[src/rtl/elevator_request_scheduler.sv]
// Four-floor elevator controller: latches floor calls and serves them in SCAN order.
// Outputs and the outstanding-call vector are all registered.
module elevator_request_scheduler #(
   parameter int TRAVEL_CYCLES = 4,
   parameter int DOOR_CYCLES   = 3
) (
   input  logic       clk,
   input  logic       reset,
   input  logic [3:0] call_req,
   input  logic       extra_waiting,
   output logic       move_up,
   output logic       move_down,
   output logic       door_open,
   output logic [1:0] state_output,
   output logic [1:0] current_floor,
   output logic [3:0] pending
);

   localparam int TW = $clog2(TRAVEL_CYCLES);
   localparam int DW = $clog2(DOOR_CYCLES);
   localparam logic [TW-1:0] TRAVEL_LAST = TW'(TRAVEL_CYCLES - 1);
   localparam logic [DW-1:0] DOOR_LAST   = DW'(DOOR_CYCLES - 1);

   localparam logic [1:0] IDLE        = 2'b00;
   localparam logic [1:0] MOVING_UP   = 2'b01;
   localparam logic [1:0] MOVING_DOWN = 2'b10;
   localparam logic [1:0] DOOR_OPEN   = 2'b11;

   logic [1:0]    state, state_next;
   logic [1:0]    floor_next, new_floor;
   logic [3:0]    pending_next, set_mask, clear_mask;
   logic          last_dir, dir_next, going_up;
   logic [TW-1:0] travel_cnt, travel_next;
   logic [DW-1:0] door_cnt, door_next;
   logic          calls_above, calls_below;

   // Floors strictly beyond f in the given direction.
   function automatic logic [3:0] beyond(input logic [1:0] f, input logic up);
      logic [3:0] m;
      m = '0;
      for (int i = 0; i < 4; i++) begin
         m[i] = up ? (i > int'(f)) : (i < int'(f));
      end
      return m;
   endfunction

   assign calls_above  = |(pending & beyond(current_floor, 1'b1));
   assign calls_below  = |(pending & beyond(current_floor, 1'b0));
   assign state_output = state;

   always_comb begin
      state_next  = state;
      floor_next  = current_floor;
      dir_next    = last_dir;
      travel_next = travel_cnt;
      door_next   = door_cnt;
      set_mask    = call_req;
      clear_mask  = '0;
      new_floor   = current_floor;
      going_up    = (state == MOVING_UP);

      case (state)
         IDLE: begin
            if (pending[current_floor]) begin
               state_next                = DOOR_OPEN;
               clear_mask[current_floor] = 1'b1;
               door_next                 = '0;
            end else if ((last_dir && calls_above) || (!last_dir && !calls_below && calls_above)) begin
               state_next  = MOVING_UP;
               dir_next    = 1'b1;
               travel_next = '0;
            end else if (calls_below) begin
               state_next  = MOVING_DOWN;
               dir_next    = 1'b0;
               travel_next = '0;
            end
         end

         MOVING_UP, MOVING_DOWN: begin
            if (travel_cnt == TRAVEL_LAST) begin
               travel_next = '0;
               new_floor   = going_up ? current_floor + 2'd1 : current_floor - 2'd1;
               floor_next  = new_floor;
               if (pending[new_floor]) begin
                  state_next            = DOOR_OPEN;
                  clear_mask[new_floor] = 1'b1;
                  door_next             = '0;
               end else if (!(|(pending & beyond(new_floor, going_up)))) begin
                  state_next = IDLE;
               end
            end else begin
               travel_next = travel_cnt + 1'b1;
            end
         end

         default: begin
            // A call for the floor the door is open at just keeps the door open.
            set_mask[current_floor] = 1'b0;
            if (extra_waiting || call_req[current_floor]) begin
               door_next = '0;
            end else if (door_cnt == DOOR_LAST) begin
               state_next = IDLE;
            end else begin
               door_next = door_cnt + 1'b1;
            end
         end
      endcase

      pending_next = (pending | set_mask) & ~clear_mask;
   end

   always_ff @(posedge clk or posedge reset) begin
      if (reset) begin
         state         <= IDLE;
         current_floor <= 2'd0;
         pending       <= 4'd0;
         last_dir      <= 1'b1;
         travel_cnt    <= '0;
         door_cnt      <= '0;
         move_up       <= 1'b0;
         move_down     <= 1'b0;
         door_open     <= 1'b0;
      end else begin
         state         <= state_next;
         current_floor <= floor_next;
         pending       <= pending_next;
         last_dir      <= dir_next;
         travel_cnt    <= travel_next;
         door_cnt      <= door_next;
         move_up       <= (state_next == MOVING_UP);
         move_down     <= (state_next == MOVING_DOWN);
         door_open     <= (state_next == DOOR_OPEN);
      end
   end

endmodule

[config.mk]
export PLATFORM = sky130hd
export DESIGN_NAME = elevator_request_scheduler
export DESIGN_NICKNAME = d
export VERILOG_FILES = /design/src/rtl/elevator_request_scheduler.sv
export SDC_FILE = /design/constraint.sdc
export NUM_CORES = 1
export LEC_CHECK = 0
export ABC_CLOCK_PERIOD_IN_PS = 2300
export CORE_ASPECT_RATIO = 1.4
export CORE_MARGIN = 1.5
export CORE_UTILIZATION = 51
export CTS_BUF_LIST = sky130_fd_sc_hd__clkbuf_8
export CTS_CLUSTER_SIZE = 28
export DETAILED_ROUTE_END_ITERATION = 12
export PLACE_DENSITY_LB_ADDON = 0.05
export SLEW_MARGIN = 20
export SYNTH_ARGS = -nofsm -noshare
export SYNTH_HDL_FRONTEND = slang
export SYNTH_SLANG_ARGS = --single-unit
export TNS_END_PERCENT = 100
[constraint.sdc]
create_clock -name clk -period 2.3 [get_ports clk]
set_input_delay 0.46 -clock clk [delete_from_list [all_inputs] [get_ports clk]]
set_output_delay 0.46 -clock clk [all_outputs]
set_load 0.1 [all_outputs]
== Word level (Yosys, flattened, before mapping) ==
Cells that the tools add are included.

* $add $sub $neg: 4
* Magnitude comparators: 16
* Equality and inequality tests: 13
* Mux-type cells: 42
* Bitwise operators: 9
* Reduce and logical (&&, ||, !) cells: 21

{| class="wikitable"
|+ Operators by type and width
! kind !! number
|-
| $mux W2 || 18
|-
| $and A4 B4 Y4 || 4
|-
| $mux W4 || 4
|-
| $pmux W2 S2 || 3
|-
| $reduce_or A4 Y1 || 3
|-
| $mux W1 || 11
|-
| $eq A2 B2 Y1 const B || 5
|-
| $gt A2 B2 Y1 const A || 4
|-
| $lt A1 B2 Y1 const A || 4
|-
| $ne A2 B2 Y1 const B || 4
|-
| $not A4 Y4 || 2
|-
| $pmux W4 S2 || 1
|-
| $add A2 B1 Y2 const B || 3
|-
| $bmux W1 S2 || 3
|-
| $lt A2 B3 Y1 const B || 2
|-
| $reduce_and A3 Y1 || 2
|-
| $logic_and A1 B1 Y1 || 5
|-
| $and A4 B3 Y4 || 1
|-
| $demux W1 S2 || 2
|-
| $eq A2 B1 Y1 const B || 2
|-
| $ge A2 B1 Y1 const B || 2
|-
| $gt A1 B2 Y1 const A || 2
|-
| $lt A2 B2 Y1 const A || 2
|-
| $ne A4 B2 Y1 const B || 1
|-
| 12 further kinds || 15
|}

* Register bits: 16
* Input bits: 7
* Output and inout port bits: 11
* Logic and storage cells: 114

== Depth between registers and ports, before layout ==
Gate-level depths: netlist of run 1.

* Word-level depth: 11
* Gate-level depth with buffers: 8
* Gate-level depth less buffers: 7

== Worst setup path before layout of run 1 ==
OpenSTA, ideal clock, no wires.

* Path type: register to register
* Start point: register current_floor[0]
* End point: register move_down
* Setup time: 0.120 ns
* Arrival: 2.879 ns
* Data required time: 2.180 ns
* Slack: -0.700 ns
* Cell stages (with the launch flop): 9
* Path buffers: 1
* Period minus slack after synthesis: 3.000 ns
* Cell sequence: dfrtp_1 > buf_6 > inv_1 > ha_1 > xnor2_2 > o21ai_0 > a2111o_1 > and3_1 > o211a_1

* Longest elaborated chain between the ends: 11
* Elaborated cells between the ends (all ways): 46
* Those cells by class: add/sub: 2; order compare: 12; eq/ne: 1; mux: 19; bitwise: 3; reduce/logical: 9

{| class="wikitable"
|+ RTL lines
! element !! RTL line !! text
|-
| start, declared || 15 || <nowiki>output logic [1:0] current_floor,</nowiki>
|-
| start signal, assigned || 125 || <nowiki>current_floor <= floor_next;</nowiki>
|-
| $sub A2 B1 Y2 (tied with other cells) || 82 || <nowiki>new_floor = going_up ? current_floor + 2'd1 : current_floor - 2'd1;</nowiki>
|-
| $mux W2 / $and A4 B3 Y4 (equally long branches) || 82, 48 ||
|-
| $lt A1 B2 Y1 (tied with other cells) || 42 || <nowiki>m[i] = up ? (i > int'(f)) : (i < int'(f));</nowiki>
|-
| $mux W1 / $logic_not A1 Y1 (equally long branches) || 42, 68 ||
|-
| $and A4 B4 Y4 / $logic_and A1 B1 Y1 (equally long branches) || 88, 68 ||
|-
| $reduce_or A4 Y1 / $logic_and A1 B1 Y1 (equally long branches) || 88, 68 ||
|-
| $mux W2 / $logic_or A1 B1 Y1 (equally long branches) || 88, 68 ||
|-
| $mux W2, on equally long branches || 84, 68 ||
|-
| $mux W2, on equally long branches || 80, 64 ||
|-
| $pmux W2 S2 * || 62 || <nowiki>case (state)</nowiki>
|-
| $eq A2 B2 Y1 * || 131 || <nowiki>move_down <= (state_next == MOVING_DOWN);</nowiki>
|-
| end signal, assigned || 131 ||
|-
| end, declared || 12 || <nowiki>output logic move_down,</nowiki>
|}

Every way passes the cells marked *; elsewhere a longest branch is shown, timed or not. The select of a mux whose other input is x is not followed.
A chain may end at the register's enable or synchronous reset.

== Final worst setup path of run 1 ==
Same ends and word-level chain as after synthesis.

==> summary.txt, run 1 <==
Drt
  • Metal3 WL: 147 um
  • Total wire length: 3140 um
  • Number of DRC markers after the initial detailed-route iteration: 44
  • Length of the first detailed-routing pass in iterations: 4
  • Via/cell ratio: roughly 6
  • Uppermost routed layer: met4
  • Post-detailed-route wirelength per cell: 15.9 um
  • Sum of routed wire segments on met1: approximately 1200 um
  • Number of vias in the routed layout: 1172
  • Detailed-route DRC error count: 0
  • Final antenna-violating net count: 0
  • Metal2 WL: around 1700 um

Cells and area
  • Antenna Cells: 0
  • Number of nets at the end of the flow: around 180
  • Final design area excluding fillers: 1590 um^2
  • Area growth from synthesis to layout: 23.1%
  • Share of final-layout standard cells stronger than drive strength 1: 0.227
  • Filler cell count in the final layout: 210
  • Final Util: 0.667

Clock network
  • TritonCTS clock tree: built
  • Clock tree buffer depth: 2
  • Clk slew on worst S/H paths: 0.06 ns
  • Total clock buffers created by CTS: 3
  • Clock insertion delay at the later pin of the skew report: between 0.2 and 0.3 ns
  • H-tree lvl count: 1
  • Hold buffers post-CTS: 0
  • Count of clock tree sinks: 16
  • Root cell of the clock tree: sky130_fd_sc_hd__clkbuf_8

Worst setup path
  • Worst Setup Path Type: register to register
  • Maximum single-stage delay on the critical path: about 0.53 ns
  • Cell at the slowest stage of the critical path: sky130_fd_sc_hd__dfrtp_4
  • Largest fanout on the critical path: 7
  • Critical path launch point type: register
  • Required time at the worst-slack endpoint: about 2.5 ns
  • Endpoint type of the worst setup path: register
  • Sequence of cells on the critical path: inv_4 -> ha_4 -> xnor2_4 -> o21ai_0 -> a2111o_1 -> and3_1 -> o211a_1
  • Kind of cell adding the most delay to the critical path: compound AO/OA/AOI/OAI gates
  • Number of buffer and inverter instances along the worst setup path: 1
  • Data arrival time at the worst-slack endpoint: 2.31 ns

Global route
  • Antenna violations before repair: 0
  • Total global routing overflow: 0
  • Number of global-route vias before repair: 1154
  • Total routing usage reported by global routing: 0.254
  • Maximum number of pins on one net before global-route repair: 17
  • Global-route wire length before repair: approximately 5300 um

Synthesis
  • Area share of the largest cell type after synthesis: 0.290
  • Most used standard cells in the synthesized netlist: sky130_fd_sc_hd__nand2_1, sky130_fd_sc_hd__dfrtp_1, sky130_fd_sc_hd__inv_1, sky130_fd_sc_hd__ha_1
  • Seq/Total Area, Yosys: 0.310
  • Synthesized area divided by synthesized cell count: around 9.2 um^2
  • Dominant cell by count in the synthesized netlist: sky130_fd_sc_hd__nand2_1
  • Post-synthesis instance total: 140
  • Synth Cell Area: approximately 1300 um^2
  • Cell type with the largest total area after synthesis: sky130_fd_sc_hd__dfrtp_1
  • Main area contributors after synthesis: sky130_fd_sc_hd__dfrtp_1, sky130_fd_sc_hd__ha_1, sky130_fd_sc_hd__mux2i_1
  • Nets in the synthesized netlist: between 150 and 200
  • Count of distinct cell types in the synthesized netlist: 42
  • Proportion of register bits with asynchronous set or reset after synthesis: 1.00
  • Syn. warnings: 0
  • Number of flops mapped to enable cells by yosys: 0
  • Total of flip-flops plus latches after synthesis: 16
  • Top_reg_cell synth: sky130_fd_sc_hd__dfrtp_1

STA
  • Number of failing setup endpoints in the final timing report: 0
  • Final period utilization: 0.939
  • Final worst clock skew: roughly 0.0023 ns
  • Setup repair after global routing missed its margin: no
  • Worst Tran Pin Value: approximately 0.60 ns
  • Remaining max-slew budget at the tightest pin: 0.598
  • Sum Neg Setup Slack: 0 ns
  • Hold Worst Slack: approximately 0.53 ns
  • Number of max-slew violations in the final report: 0
  • Highest Clock Rate: between 400 and 500 MHz
  • Time the final worst path needs with I/O delays and setup: 2.16 ns
  • Final number of hold-violating endpoints: 0

Die
  • Area of the core: ~2400 um^2
  • Boundary Pins: 18
  • Site row count: 21
  • Starting density of the core: 0.542
  • Area enclosed by the die boundary: about 2900 um^2
  • DIE HEIGHT: 62.6 um
  • Horizontal die dimension: 45.6 um

Placement
  • Area post-placement: 1540 um^2
  • Dpl hpwl: 2460 um
  • Routability congestion estimate: 0.967
  • Count of buffers from port buffering: 17

Flow run
  • Max-cap viol count: 0

Run status
  • Status: finished, final reports clean

Worst hold path
  • Min-delay worst type: register to register
-- logic make-up (layout without fill, tap and decap cells) --
family	after synthesis	count (layout)	synth area share
and+or+nand+nor	44	44	0.167
buffers and inverters	18	41	0.0609
adders and majority gates	12	12	0.116
DFF	16	16	0.310
muxes	11	11	0.108
xor gates and xnor gates	1	1	0.0126
AOI/OAI and AO/OA	38	38	0.225
-- cells in the final DEF, fill, tap and decap left out, types with 2 or more instances in the layout --
cell type,instances
sky130_fd_sc_hd__nand2_1,16
sky130_fd_sc_hd__buf_4,16
sky130_fd_sc_hd__clkbuf_8,4
sky130_fd_sc_hd__o211a_1,2
sky130_fd_sc_hd__a22o_1,2
sky130_fd_sc_hd__nor2_1,6
sky130_fd_sc_hd__mux2i_1,7
sky130_fd_sc_hd__nor3b_1,2
sky130_fd_sc_hd__nand2b_1,5
sky130_fd_sc_hd__o21ai_0,6
sky130_fd_sc_hd__dfrtp_4,3
sky130_fd_sc_hd__a21oi_1,8
sky130_fd_sc_hd__and3_1,4
sky130_fd_sc_hd__nor2b_1,2
sky130_fd_sc_hd__dfrtp_1,10
sky130_fd_sc_hd__o311ai_1,2
sky130_fd_sc_hd__o22ai_1,2
sky130_fd_sc_hd__dfrtp_2,2
sky130_fd_sc_hd__a221oi_2,2
sky130_fd_sc_hd__nand4_1,2
sky130_fd_sc_hd__ha_1,11
sky130_fd_sc_hd__clkdlybuf4s50_1,6
sky130_fd_sc_hd__a211oi_1,2
sky130_fd_sc_hd__inv_1,13
sky130_fd_sc_hd__nor3_1,3
sky130_fd_sc_hd__nand3_1,3
-- final timing paths --
check	start	endpoint	slack (ns)	cells after the start
worst max-delay path	current_floor[0]	move_down	0.14	7
worst min-delay path	last_dir	last_dir	0.53	2
worst max register to register	current_floor[0]	move_down	0.14	7
worst min register to register	last_dir	last_dir	0.53	2
max in group asynchronous	reset	current_floor[1]	1.29	2
min in group asynchronous	reset	move_down	0.57	2
-- area by class of cell --
class	instances	area, um^2	share of cell area
clock buffers	4	55.1	0.0345
inverters	15	58.8	0.0369
multi-input cells	106	842	0.528
flip-flops and latches	16	415	0.261
well taps	34	42.5	0.0267
repair buffers	22	180	0.113
-- stage by stage --
step,cells,worst slack [ns]
global route,197,0.0313
detailed placement,193,0.0173
global placement,193,0.0531
floorplan,140,0.00521
finish,197,0.141
CTS,197,0.136
-- what timing repair did --
action / CTS / global route
hold endpoints to repair: 0 / 0
gates resized for setup: 0 / 1
setup buffers: 0 / 0
endpoints found under the setup margin: 0 / 2
-- state kept, by name (all words and copies together), names as in the netlist --
name and flops:
current_floor 2, door_cnt 2, door_open 1, last_dir 1, move_down 1, move_up 1
pending 4, state_output 2, travel_cnt 2
-- per-layer routing --
metal / global-route usage / up-vias
met5: 0 / -
met4: 0.121 / 0
met3: 0.0491 / 13
met2: 0.412 / 38
met1: 0.306 / 562
li1: - / 559
-- worst reg2reg max path, delay by kind of cell (launching register included) --
kind / cells / cell delay (ns)
adders and majority gates: 1 / 0.22
DFF: 1 / 0.53
and+or+nand+nor: 1 / 0.20
xor gates and xnor gates: 1 / 0.24
buffers and inverters: 1 / 0.11
AOI/OAI and AO/OA: 3 / 0.76
Power of run 1 is left out: the tool's default activity adds up to more than one toggle a clock period on the data nets, which glitch-free logic cannot reach.
==> run 2, diff against run 1 <==
CORE_MARGIN = unset   (was 1.5)
==> run 2 against run 1 <==
Sequential share of layout area grew 0.061 points. Routed wire length grew 1.8%. Cell area shrank 0.24%. Critical path type unchanged. Die area shrank 3.8%. Hold slack lost 0.0091 ns. Largest cell class unchanged. Register-to-register slack gained 0.02 ns. Critical endpoint unchanged. Global-route usage grew 0.12 points. Worst setup slack gained 0.022 ns. Via count grew 0.26%.
==> summary.txt, run 2 (synthesis gave the netlist of run 1 again) <==
STA
  • Number of failing setup endpoints in the final timing report: 0
  • Setup repair after global routing missed its margin: no
  • Time the final worst path needs with I/O delays and setup: between 2 and 2.5 ns
  • Final period utilization: 0.929
  • Final number of hold-violating endpoints: 0
  • Sum Neg Setup Slack: 0 ns
  • Worst Tran Pin Value: 0.612 ns
  • Final worst clock skew: 0.00371 ns
  • Remaining max-slew budget at the tightest pin: 0.591
  • Number of max-slew violations in the final report: 0
  • Highest Clock Rate: roughly 470 MHz

Clock network
  • Count of clock tree sinks: 16
  • Post-CTS repair timing setup buffer count: 0
  • Total clock buffers created by CTS: 3
  • Clock insertion delay at the later pin of the skew report: roughly 0.25 ns
  • Cts repair resizes: 0
  • TritonCTS clock tree: built
  • Hold buffers post-CTS: 0
  • Clk slew on worst S/H paths: 0.07 ns
  • H-tree lvl count: 1
  • Clock tree buffer depth: 2
  • Root cell of the clock tree: sky130_fd_sc_hd__clkbuf_8

Worst hold path
  • Min-delay worst type: register to register

Placement
  • Count of buffers from port buffering: 17
  • Dpl hpwl: approximately 2400 um
  • Routability congestion estimate: between 1 and 1.5

Global route
  • Number of global-route vias before repair: roughly 1200
  • Total global routing overflow: 0
  • Global-route wire length before repair: about 5000 um
  • Total routing usage reported by global routing: 0.255
  • Maximum number of pins on one net before global-route repair: 17
  • Antenna violations before repair: 0

Drt
  • Final antenna-violating net count: 0
  • Detailed-route DRC error count: 0
  • Number of DRC markers after the initial detailed-route iteration: 50
  • Via/cell ratio: 5.96
  • Number of vias in the routed layout: approximately 1200
  • Length of the first detailed-routing pass in iterations: 4
  • Total wire length: between 3000 and 4000 um
  • Post-detailed-route wirelength per cell: 16.2 um

Worst setup path
  • Cell at the slowest stage of the critical path: sky130_fd_sc_hd__dfrtp_4
  • Endpoint type of the worst setup path: register
  • Maximum single-stage delay on the critical path: between 0.5 and 0.6 ns
  • Data arrival time at the worst-slack endpoint: around 2.3 ns
  • Number of buffer and inverter instances along the worst setup path: 1
  • Critical path launch point type: register
  • Required time at the worst-slack endpoint: 2.44 ns
  • Worst Setup Path Type: register to register
  • Kind of cell adding the most delay to the critical path: compound AO/OA/AOI/OAI gates
  • Sequence of cells on the critical path: inv_4 -> ha_4 -> xnor2_4 -> o21ai_0 -> a2111o_1 -> and3_1 -> o211a_1
  • Largest fanout on the critical path: 7

Cells and area
  • Share of final-layout standard cells stronger than drive strength 1: 0.221
  • Area growth from synthesis to layout: 22.8%
  • Flip-flop count of the largest register, all copies and words added: 4
  • Largest register by flop count: pending
  • Number of nets at the end of the flow: around 180
  • Antenna Cells: 0
  • Top library cells by usage in the layout, fill and taps aside: sky130_fd_sc_hd__nand2_1, sky130_fd_sc_hd__buf_4, sky130_fd_sc_hd__inv_1, sky130_fd_sc_hd__ha_1, sky130_fd_sc_hd__dfrtp_1

Run status
  • Status: finished, final reports clean

Flow run
  • Max-cap viol count: 0

Die
  • Area of the core: about 2400 um^2
  • Boundary Pins: 18
  • DIE HEIGHT: 61.6 um
  • Area enclosed by the die boundary: between 2000 and 3000 um^2
  • Starting density of the core: 0.542
  • Site row count: 21
  • Horizontal die dimension: about 45 um
## run 2: path summary, 6_finish.rpt
kind | end | start | cells past startpoint | slack [ns]
min in group asynchronous | move_down | reset | 2 | 0.58
min | last_dir | last_dir | 2 | 0.52
max in group asynchronous | current_floor[1] | reset | 2 | 1.27
max | move_down | current_floor[0] | 7 | 0.16
max reg2reg | move_down | current_floor[0] | 7 | 0.16
min reg2reg | last_dir | last_dir | 2 | 0.52
## run 2: per-layer routing
| metal | wire, um | vias up | global-route usage |
|---|---|---|---|
| li1 | - | 554 | - |
| met1 | 1280 | 574 | 0.293 |
| met2 | 1730 | 43 | 0.466 |
| met3 | 155 | 4 | 0.0440 |
| met4 | 29 | 0 | 0.0952 |
| met5 | 0 | - | 0 |
## run 2: area by class of cell
| cell class | count | area (um^2) |
|---|---|---|
| clock buffers | 4 | 55.1 |
| flip-flops and latches | 16 | 415 |
| multi-input cells | 106 | 838 |
| repair buffers | 22 | 180 |
| fillers | 198 | 801 |
| well taps | 34 | 42.5 |
| inverters | 15 | 58.8 |
## run 2: tightest hold or removal path: cells and delay by family, from the launching register on
kind           cells  cell delay (ns)
flip-flops         1             0.38
AO/OA/AOI/OAI      2             0.14
## run 2: per-stage QoR
stage | utilization | area (um^2) | setup WS, ns | instances | hold WS, ns
finish | 0.665 | 1590 | 0.163 | 197 | 0.523
detailed placement | 0.642 | 1540 | 0.0212 | 193 | 0.517
floorplan | - | 1340 | 0.00521 | 140 | 0.373
CTS | 0.665 | 1590 | 0.174 | 197 | 0.527
global route | 0.665 | 1590 | 0.0545 | 197 | 0.552
global placement | 0.642 | 1540 | 0.0541 | 193 | 0.499
Power of run 2 is left out for the same reason.
==> run 3, diff against run 2 <==
MAX_ROUTING_LAYER = met4   (was unset)
==> run 3 against run 2 <==
Critical path depth is the same. Via count down 1.0%. Fmax shrank 0.19%. Worst setup slack lost 0.0041 ns. Sequential share of layout area decreased by 0.20 points. Final cell count grew 1.5%. First-iteration DRC count grew 6.0%. Global-route usage is 0.71 points higher. Routed wire length rose by 0.38%.
==> summary.txt, run 3 (synthesis gave the netlist of run 1 again) <==
Run status
  • Status: finished, final reports clean

Die
  • Starting density of the core: 0.542
  • Area of the core: 2390 um^2
  • Horizontal die dimension: approximately 45 um
  • Site row count: 21
  • Area enclosed by the die boundary: between 2000 and 3000 um^2
  • DIE HEIGHT: 61.6 um
  • Boundary Pins: 18

Cells and area
  • Leading cell type in the layout, fill and taps excluded: sky130_fd_sc_hd__buf_4
  • Flip-flop count of the largest register, all copies and words added: 4
  • Top library cells by usage in the layout, fill and taps aside: sky130_fd_sc_hd__buf_4, sky130_fd_sc_hd__nand2_1, sky130_fd_sc_hd__inv_1, sky130_fd_sc_hd__ha_1, sky130_fd_sc_hd__dfrtp_1
  • Antenna Cells: 0
  • Area growth from synthesis to layout: 23.8%
  • Largest register by flop count: pending
  • Share of final-layout standard cells stronger than drive strength 1: 0.229
  • Number of nets at the end of the flow: between 150 and 200

Worst setup path
  • Cells on worst reg2reg path: 7
  • Endpoint of the worst register-to-register path: move_down
  • Maximum single-stage delay on the critical path: approximately 0.51 ns
  • Critical path launch point type: register
  • Cell at the slowest stage of the critical path: sky130_fd_sc_hd__dfrtp_4
  • Largest fanout on the critical path: 6
  • Endpoint type of the worst setup path: register
  • Data arrival time at the worst-slack endpoint: between 2 and 2.5 ns
  • Required time at the worst-slack endpoint: 2.45 ns
  • Launch instance of the worst register-to-register path: current_floor[0]
  • Register-to-register setup slack: approximately 0.16 ns
  • Worst Setup Path Type: register to register
  • Sequence of cells on the critical path: inv_4 -> ha_4 -> xnor2_4 -> mux2i_1 -> a2111o_1 -> and3_1 -> o211a_1

Clock network
  • Post-CTS repair timing setup buffer count: 0
  • Clock insertion delay at the later pin of the skew report: roughly 0.26 ns
  • Cts repair resizes: 0
  • H-tree lvl count: 1
  • TritonCTS clock tree: built
  • Total clock buffers created by CTS: 3
  • Root cell of the clock tree: sky130_fd_sc_hd__clkbuf_8
  • Clock tree buffer depth: 2
  • Clk slew on worst S/H paths: ~0.070 ns
  • Hold buffers post-CTS: 0
  • Count of clock tree sinks: 16

Drt
  • Via/cell ratio: between 5 and 6
  • Total wire length: roughly 3200 um
  • Detailed-route DRC error count: 0
  • Final antenna-violating net count: 0
  • Post-detailed-route wirelength per cell: between 15 and 20 um
  • Number of vias in the routed layout: roughly 1200
  • Number of DRC markers after the initial detailed-route iteration: 53
  • Length of the first detailed-routing pass in iterations: 4

Placement
  • Routability congestion estimate: 0.938
  • Count of buffers from port buffering: 17
  • Dpl hpwl: 2480 um

Global route
  • Global-route wire length before repair: slightly above 5000 um
  • Total global routing overflow: 0
  • Number of global-route vias before repair: approximately 1100
  • Antenna violations before repair: 0
  • Total routing usage reported by global routing: 0.262
  • Maximum number of pins on one net before global-route repair: 17

STA
  • Hold Worst Slack: 0.522 ns
  • Setup repair after global routing missed its margin: no
  • Final number of hold-violating endpoints: 0
  • Sum Neg Setup Slack: 0 ns
  • Final period utilization: 0.931
  • Number of max-slew violations in the final report: 0
  • Time the final worst path needs with I/O delays and setup: ~2.1 ns
  • Remaining max-slew budget at the tightest pin: 0.571
  • Highest Clock Rate: approximately 470 MHz
  • Final worst clock skew: around 0.011 ns
  • Worst Tran Pin Value: 0.643 ns
  • Number of failing setup endpoints in the final timing report: 0

Worst hold path
  • Worst hold path startpoint: door_cnt[0]
  • Hold-critical path depth: 2
  • Worst-case hold path end point: door_cnt[0]
  • Min-delay worst type: register to register

Flow run
  • Max-cap viol count: 0
-- run 3: cell count changes in the layout (fill, tap and decap cells not counted) --
cell / change
sky130_fd_sc_hd__buf_4: +3
sky130_fd_sc_hd__clkbuf_8: -1
sky130_fd_sc_hd__inv_1: +1
-- run 3: metrics by stage --
step	std cells	area [um^2]	util	worst slack, ns
finish	200	1600	0.670	0.159
global route	200	1600	0.670	0.0356
CTS	200	1600	0.670	0.154
detailed placement	196	1560	0.651	0.0218
global placement	196	1560	0.651	0.0492
floorplan	140	1340	-	0.00521
-- run 3: per-layer routing --
metal  wire length (um)  vias up  GRT usage
li1                   -      562          -
met4                 54        0     0.0952
met1               1340      557      0.292
met5                  0        -          -
met2               1680       38      0.471
met3                137        6     0.0352
-- run 3: worst max-delay path, delay by kind of cell, from the launching register on --
family,cells,cell delay (ns)
AOI/OAI and AO/OA,2,0.64
xor gates and xnor gates,1,0.23
adders and majority gates,1,0.22
buffers and inverters,1,0.10
DFF,1,0.51
muxes,1,0.12
and+or+nand+nor,1,0.20
-- run 3: worst max-delay path by stage --
stage                          to             start  depth (start not counted)
finish                  move_down  current_floor[0]                          7
global route              move_up  current_floor[0]                          7
CTS                     move_down  current_floor[0]                          7
detailed placement        move_up       call_req[3]                          5
global placement        move_down       call_req[3]                          5
floorplan           travel_cnt[0]  current_floor[0]                          8
-- run 3: cell type report --
| cell class | instances | area, um^2 |
|---|---|---|
| Tap cell | 34 | 42.5 |
| Inverter | 15 | 58.8 |
| Multi-Input combinational cell | 106 | 838 |
| Timing Repair Buffer | 25 | 203 |
| Sequential cell | 16 | 415 |
| Clock buffer | 3 | 41.3 |
| Clock inverter | 1 | 3.75 |
| Fill cell | 197 | 788 |
Power of run 3 is left out for the same reason.
